$ cat src/rtl/instruction_queue_if.sv
// Handshake and decoded-field bundle between fetch, the instruction queue and decode.
// The queue itself connects through the slave modport.
interface instruction_queue_if #(
    parameter int INSTR_WIDTH  = 32,
    parameter int OPCODE_WIDTH = 6,
    parameter int REG_WIDTH    = 5,
    parameter int IMM_WIDTH    = 16,
    parameter int COUNT_WIDTH  = 3
);
    logic                    in_valid;
    logic                    in_ready;
    logic [INSTR_WIDTH-1:0]  Instr_in;
    logic                    out_valid;
    logic                    out_ready;
    logic                    flush;
    logic [OPCODE_WIDTH-1:0] opcode;
    logic [REG_WIDTH-1:0]    R1;
    logic [REG_WIDTH-1:0]    R2;
    logic [REG_WIDTH-1:0]    R3;
    logic [IMM_WIDTH-1:0]    Immediate;
    logic [INSTR_WIDTH-1:0]  Imm_sext;
    logic [INSTR_WIDTH-1:0]  Instr_out;
    logic [COUNT_WIDTH-1:0]  count;

    modport master (
        output in_valid, Instr_in, out_ready, flush,
        input  in_ready, out_valid, opcode, R1, R2, R3, Immediate, Imm_sext, Instr_out, count
    );

    modport slave (
        input  in_valid, Instr_in, out_ready, flush,
        output in_ready, out_valid, opcode, R1, R2, R3, Immediate, Imm_sext, Instr_out, count
    );
endinterface

$ cat src/rtl/instruction_queue.sv
// DEPTH-entry instruction FIFO between fetch and decode with one-cycle flush and
// field decode of the head word.
module instruction_queue #(
    parameter int INSTR_WIDTH  = 32,
    parameter int DEPTH        = 4,
    parameter int OPCODE_WIDTH = 6,
    parameter int REG_WIDTH    = 5,
    parameter int IMM_WIDTH    = 16
) (
    input  logic                clock,
    input  logic                reset_n,
    instruction_queue_if.slave  bus
);
    localparam int PTR_W  = $clog2(DEPTH);
    localparam int CNT_W  = PTR_W + 1;
    localparam int R1_MSB = INSTR_WIDTH - OPCODE_WIDTH - 1;
    localparam int R2_MSB = R1_MSB - REG_WIDTH;
    localparam int R3_MSB = R2_MSB - REG_WIDTH;

    logic [INSTR_WIDTH-1:0] storage_reg [DEPTH];
    logic [PTR_W-1:0]       wr_ptr_reg, wr_ptr_next;
    logic [PTR_W-1:0]       rd_ptr_reg, rd_ptr_next;
    logic [CNT_W-1:0]       count_reg, count_next;
    logic                   push_fire;
    logic                   pop_fire;
    logic [INSTR_WIDTH-1:0] head;

    // Handshake flags come only from registered occupancy, so a pop never frees a slot
    // for a push in the same cycle.
    assign bus.in_ready  = (count_reg != CNT_W'(DEPTH));
    assign bus.out_valid = (count_reg != '0);
    assign bus.count     = count_reg;

    assign push_fire = bus.in_valid && bus.in_ready;
    assign pop_fire  = bus.out_valid && bus.out_ready;

    always_comb begin
        wr_ptr_next = wr_ptr_reg;
        rd_ptr_next = rd_ptr_reg;
        count_next  = count_reg;
        if (bus.flush) begin
            wr_ptr_next = '0;
            rd_ptr_next = '0;
            count_next  = '0;
        end else begin
            if (push_fire) wr_ptr_next = wr_ptr_reg + PTR_W'(1);
            if (pop_fire)  rd_ptr_next = rd_ptr_reg + PTR_W'(1);
            if (push_fire && !pop_fire)      count_next = count_reg + CNT_W'(1);
            else if (pop_fire && !push_fire) count_next = count_reg - CNT_W'(1);
        end
    end

    always_ff @(posedge clock or negedge reset_n) begin
        if (!reset_n) begin
            wr_ptr_reg <= '0;
            rd_ptr_reg <= '0;
            count_reg  <= '0;
        end else begin
            wr_ptr_reg <= wr_ptr_next;
            rd_ptr_reg <= rd_ptr_next;
            count_reg  <= count_next;
        end
    end

    // Storage is zeroed on reset so the decoded outputs read 0 while held in reset;
    // flush only rewinds the pointers.
    always_ff @(posedge clock or negedge reset_n) begin
        if (!reset_n) begin
            for (int i = 0; i < DEPTH; i++) storage_reg[i] <= '0;
        end else if (push_fire && !bus.flush) begin
            storage_reg[wr_ptr_reg] <= bus.Instr_in;
        end
    end

    assign head          = storage_reg[rd_ptr_reg];
    assign bus.Instr_out = head;
    assign bus.opcode    = head[INSTR_WIDTH-1 -: OPCODE_WIDTH];
    assign bus.R1        = head[R1_MSB -: REG_WIDTH];
    assign bus.R2        = head[R2_MSB -: REG_WIDTH];
    assign bus.R3        = head[R3_MSB -: REG_WIDTH];
    assign bus.Immediate = head[IMM_WIDTH-1:0];
    assign bus.Imm_sext  = {{(INSTR_WIDTH-IMM_WIDTH){head[IMM_WIDTH-1]}}, head[IMM_WIDTH-1:0]};
endmodule

$ cat src/flat_wrapper.sv
// flat-port wrapper written by rule: the top's interface ports become plain ports
module instruction_queue_flat 
#(
    parameter int INSTR_WIDTH  = 32,
    parameter int DEPTH        = 4,
    parameter int OPCODE_WIDTH = 6,
    parameter int REG_WIDTH    = 5,
    parameter int IMM_WIDTH    = 16
)
  (clock, reset_n, bus_in_valid, bus_Instr_in, bus_out_ready, bus_flush, bus_in_ready, bus_out_valid, bus_opcode, bus_R1, bus_R2, bus_R3, bus_Immediate, bus_Imm_sext, bus_Instr_out, bus_count);
  instruction_queue_if #(.INSTR_WIDTH(INSTR_WIDTH), .OPCODE_WIDTH(OPCODE_WIDTH), .REG_WIDTH(REG_WIDTH), .IMM_WIDTH(IMM_WIDTH), .COUNT_WIDTH(($clog2(DEPTH) + 1))) bus_i ();
  input  logic clock;
  input  logic reset_n;
  input wire logic [$bits(bus_i.in_valid)-1:0] bus_in_valid;
  input wire logic [$bits(bus_i.Instr_in)-1:0] bus_Instr_in;
  input wire logic [$bits(bus_i.out_ready)-1:0] bus_out_ready;
  input wire logic [$bits(bus_i.flush)-1:0] bus_flush;
  output wire logic [$bits(bus_i.in_ready)-1:0] bus_in_ready;
  output wire logic [$bits(bus_i.out_valid)-1:0] bus_out_valid;
  output wire logic [$bits(bus_i.opcode)-1:0] bus_opcode;
  output wire logic [$bits(bus_i.R1)-1:0] bus_R1;
  output wire logic [$bits(bus_i.R2)-1:0] bus_R2;
  output wire logic [$bits(bus_i.R3)-1:0] bus_R3;
  output wire logic [$bits(bus_i.Immediate)-1:0] bus_Immediate;
  output wire logic [$bits(bus_i.Imm_sext)-1:0] bus_Imm_sext;
  output wire logic [$bits(bus_i.Instr_out)-1:0] bus_Instr_out;
  output wire logic [$bits(bus_i.count)-1:0] bus_count;
  assign bus_i.in_valid = bus_in_valid;
  assign bus_i.Instr_in = bus_Instr_in;
  assign bus_i.out_ready = bus_out_ready;
  assign bus_i.flush = bus_flush;
  assign bus_in_ready = bus_i.in_ready;
  assign bus_out_valid = bus_i.out_valid;
  assign bus_opcode = bus_i.opcode;
  assign bus_R1 = bus_i.R1;
  assign bus_R2 = bus_i.R2;
  assign bus_R3 = bus_i.R3;
  assign bus_Immediate = bus_i.Immediate;
  assign bus_Imm_sext = bus_i.Imm_sext;
  assign bus_Instr_out = bus_i.Instr_out;
  assign bus_count = bus_i.count;
  instruction_queue #(.INSTR_WIDTH(INSTR_WIDTH), .DEPTH(DEPTH), .OPCODE_WIDTH(OPCODE_WIDTH), .REG_WIDTH(REG_WIDTH), .IMM_WIDTH(IMM_WIDTH)) u_core (.clock(clock), .reset_n(reset_n), .bus(bus_i));
endmodule
$ cat config.mk
export PLATFORM = sky130hd
export DESIGN_NAME = instruction_queue_flat
export DESIGN_NICKNAME = d
export VERILOG_FILES = /design/src/rtl/instruction_queue_if.sv /design/src/rtl/instruction_queue.sv /design/src/flat_wrapper.sv
export SDC_FILE = /design/constraint.sdc
export NUM_CORES = 1
export LEC_CHECK = 0
export CAP_MARGIN = 30
export CORE_MARGIN = 3
export CORE_UTILIZATION = 45
export DETAILED_ROUTE_END_ITERATION = 7
export MAX_ROUTING_LAYER = met4
export PLACE_DENSITY = 0.75
export SLEW_MARGIN = 40
export SYNTH_ARGS = -nofsm -noshare
export SYNTH_HDL_FRONTEND = slang
export SYNTH_SLANG_ARGS = --single-unit
export TNS_END_PERCENT = 1
$ cat constraint.sdc
create_clock -name clock -period 2.1 [get_ports clock]
set_input_delay 0.21 -clock clock [delete_from_list [all_inputs] [get_ports clock]]
set_output_delay 0.21 -clock clock [all_outputs]
set_load 0.02 [all_outputs]
==> out/summary.txt <==
RUN STATUS
------------------------------------------------------------------------------------
Status                                                                  finished with violations
Violations in the final reports                                         setup timing

CLOCK NETWORK
------------------------------------------------------------------------------------
Clock latency on the worst-skew pair                                         0.42 ns
TritonCTS Sinks                                                                  135
CTS tree                                                                       built
Clk slew on worst S/H paths                                                  0.06 ns
CTS Buffer Depth                                                                   2
CTS buffer count                                                                  17
Clock Root Buffer                                                          clkbuf_16
Maximum level of the CTS H-tree                                                    4

SYNTHESIS
------------------------------------------------------------------------------------
Count of cell types in the netlist                                                36
Share of flip-flops with an asynchronous set or reset after synthesis         100.0%
Count of flip-flops with a built-in enable after synthesis                         0
Count of mapped cells out of synthesis                                           440
Per-instance average area after synthesis                                  16.45 um2
Yosys Warn Count                                                                   0
Sequential element share of the synthesized area                              46.67%
Seq cells post-synth                                                             135
Nets in the synthesized netlist                                                  482
Flip-flop cell with the highest count after synthesis                        dfrtp_1
Netlist area before placement                                           0.007238 mm2

ROUTE
------------------------------------------------------------------------------------
Total length of routed wires                                                15020 um
Total met3 wirelength after detailed routing                                  808 um
DR DRC count                                                                       0
Number of vias per cell                                                        5.044
Remaining number of nets flagged by the antenna check after routing                0
Drt pass-1 iters                                                                   4
Routed length on met1                                                        6693 um
Top routing layer in use                                                        met4
Vias after detailed routing                                                     3894
DR WL/cell                                                                  19.45 um
Violation count after the first detailed-route iteration                         236
WL met2                                                                      7368 um

DIE
------------------------------------------------------------------------------------
Height of the die                                                           132.8 um
Die width                                                                   132.8 um
Die area                                                                 0.01764 mm2
Starting utilization of the core area                                         46.75%
Top Ports                                                                        143
Core Box Area                                                            0.01548 mm2
Number of placement rows                                                          45

CELLS AND AREA
------------------------------------------------------------------------------------
Layout cell share with drive strength beyond 1                                62.03%
Final cell count without fillers                                                 772
Most common cell after layout, fill and taps aside                           dfrtp_1
Syn-to-layout area delta                                                      20.47%
Cell area after layout                                                  0.008720 mm2
Nets                                                                             590
Top library cells by usage in the layout, fill and taps aside           dfrtp_1 (131), mux2_4 (120), buf_2 (90)
Share of the core filled with cells                                           56.32%
Number of diodes added for antenna fixing                                          0
Flip-flop count of the largest register, all copies and words added              128

TIMING
------------------------------------------------------------------------------------
Setup violation total in the final timing report                                   3
Min cycle time layout                                                       2.104 ns
Unrepaired setup endpoints after global routing                                 true
Final period util                                                             100.2%
Worst-Margin Slew                                                          0.7024 ns
Worst Hold Slack                                                           0.3745 ns
Number of pins exceeding their max-slew limit in the final report                  0
Setup TNS                                                               -0.009295 ns
Worst-case headroom to the max-slew limit                                     53.17%
Maximum clock frequency                                                    475.4 MHz
Number of hold violations in the final report                                      0
Min setup slack post-route                                              -0.003611 ns
Max Clock Skew                                                           0.007468 ns

PLACED DESIGN
------------------------------------------------------------------------------------
Global placement routability congestion                                       0.7274
Placed cells                                                                     725
Number of port buffers                                                           142
Cell area after placement                                               0.008416 mm2
Worst Setup Slack post-DPL                                                0.05933 ns
Detailed placement HPWL                                                      9598 um

SETUP PATH
------------------------------------------------------------------------------------
Worst R2R Setup Slack                                                        0.15 ns
Stages on worst setup path                                                         4
Class of the most critical setup path                                   flip-flop to output pin
Worst path arrival time                                                      1.89 ns
Worst path cell trace                                                   buf_6 -> buf_12 -> mux4_2 -> buf_2
Critical Path Source Type                                                  flip-flop
Source of the worst register-to-register timing path                    u_core.bus.count[1]
Slowest library cell on the worst path                                        mux4_2
End point of the critical path                                          bus_Immediate[9]
Critical path's top delay family                                        multiplexers
Data required time of the worst path                                         1.89 ns
Critical path origin                                                    u_core.rd_ptr_reg[0]
Largest fanout on the critical path                                                7
Worst Reg-to-Reg Cells                                                             7
Count of buffer and inverter cells on the critical path                            3
Endpoint class of the critical path                                       output pin
Biggest cell delay along the critical path                                   0.55 ns
Endpoint of the worst-slack reg-to-reg timing path                      u_core.bus.count[2]

GLOBAL ROUTE
------------------------------------------------------------------------------------
First-pass GRT wire length                                                  24200 um
Number of global-route vias before repair                                       4256
Initial antenna violation count                                                    0
Gr usage total                                                                17.99%
Largest net degree at the start of global routing                                 82
Overflow left after global routing                                                 0

WORST HOLD PATH
------------------------------------------------------------------------------------
Class of the tightest hold or removal check                             input pin to async pin

PWR
------------------------------------------------------------------------------------
Max VDD drop                                                               0.7811 mV
Leakage power                                                               4.352 nW
Overall Power                                                               15.06 mW
Power Dens Cells                                                         1727 mW/mm2

RUN
------------------------------------------------------------------------------------
Max-cap violations                                                                 0

==> kinds of logic (layout without fill, tap and decap cells) <==
logic type	count (synthesis)	in the layout	synth area share (%)
multiplexers	162	163	36.39
flip-flops	135	135	46.67
buffers and inverters	102	222	11.89
AND/OR/NAND/NOR	18	18	2.247
AO/OA/AOI/OAI	16	16	1.590
adder cells (fa/ha/maj)	5	5	0.9681
XOR/XNOR	2	2	0.2420
==> area by class of cell <==
| class | instances | area, um2 |
|---|---|---|
| Multi-Input combinational cell | 204 | 3028 |
| Timing Repair Buffer | 182 | 1416 |
| Fill cell | 1210 | 6764 |
| Inverter | 8 | 32.53 |
| Clock buffer | 20 | 466.7 |
| Clock inverter | 12 | 126.4 |
| Sequential cell | 135 | 3386 |
| Tap cell | 211 | 264.0 |
==> synthesized netlist by cell type, types with 2 or more instances <==
cell type / number / area (um2)
clkbuf_1: 2 / 7.510
ha_1: 4 / 50.05
a21oi_1: 2 / 10.01
o31ai_1: 2 / 15.01
buf_4: 70 / 525.5
mux4_2: 32 / 720.7
mux2_2: 9 / 101.4
xor2_1: 2 / 17.52
inv_1: 7 / 26.28
dfrtp_1: 135 / 3378
o21ai_0: 3 / 15.01
nand3_4: 4 / 70.07
buf_2: 8 / 40.04
nand3_1: 2 / 10.01
mux2_4: 120 / 1802
buf_12: 12 / 240.2
nor2_1: 7 / 26.28
==> routing by layer <==
metal / vias to the layer above / track usage (%)
li1: 1732 / -
met1: 2023 / 23.20
met2: 125 / 28.24
met3: 14 / 4.753
met4: 0 / 5.139
met5: - / -
==> worst min-delay path, delay by kind of cell <==
kind                   cells  cell delay, ns
buffers and inverters      3            1.00
==> report_power, final <==
part	switching, mW	leakage (nW)	total [mW]	internal [mW]
Sequential	0.692	1.70	4.38	3.69
Combinational	3.98	2.36	7.75	3.77
Clock	1.10	0.292	2.93	1.83
==> repair_timing <==
item	in CTS	in global routing
resized for setup	383	13
setup buffers	6	6
setup endpoints to repair	103	92
gates cloned	1	1
hold buffers	1	0
hold endpoints to repair	135	0
==> worst min path at each step <==
stage,start,endpoint,slack [ns],depth (start not counted)
after detailed placement,reset_n,u_core.storage_reg[100],0.26,2
after global routing,reset_n,u_core.storage_reg[104],0.42,3
after floorplan,reset_n,u_core.bus.count[0],-0.09,0
after global placement,reset_n,u_core.storage_reg[99],0.26,2
final,reset_n,u_core.storage_reg[100],0.37,3
after CTS,reset_n,u_core.storage_reg[98],0.40,3
No activity file was read; power rests on OpenSTA's default activity.
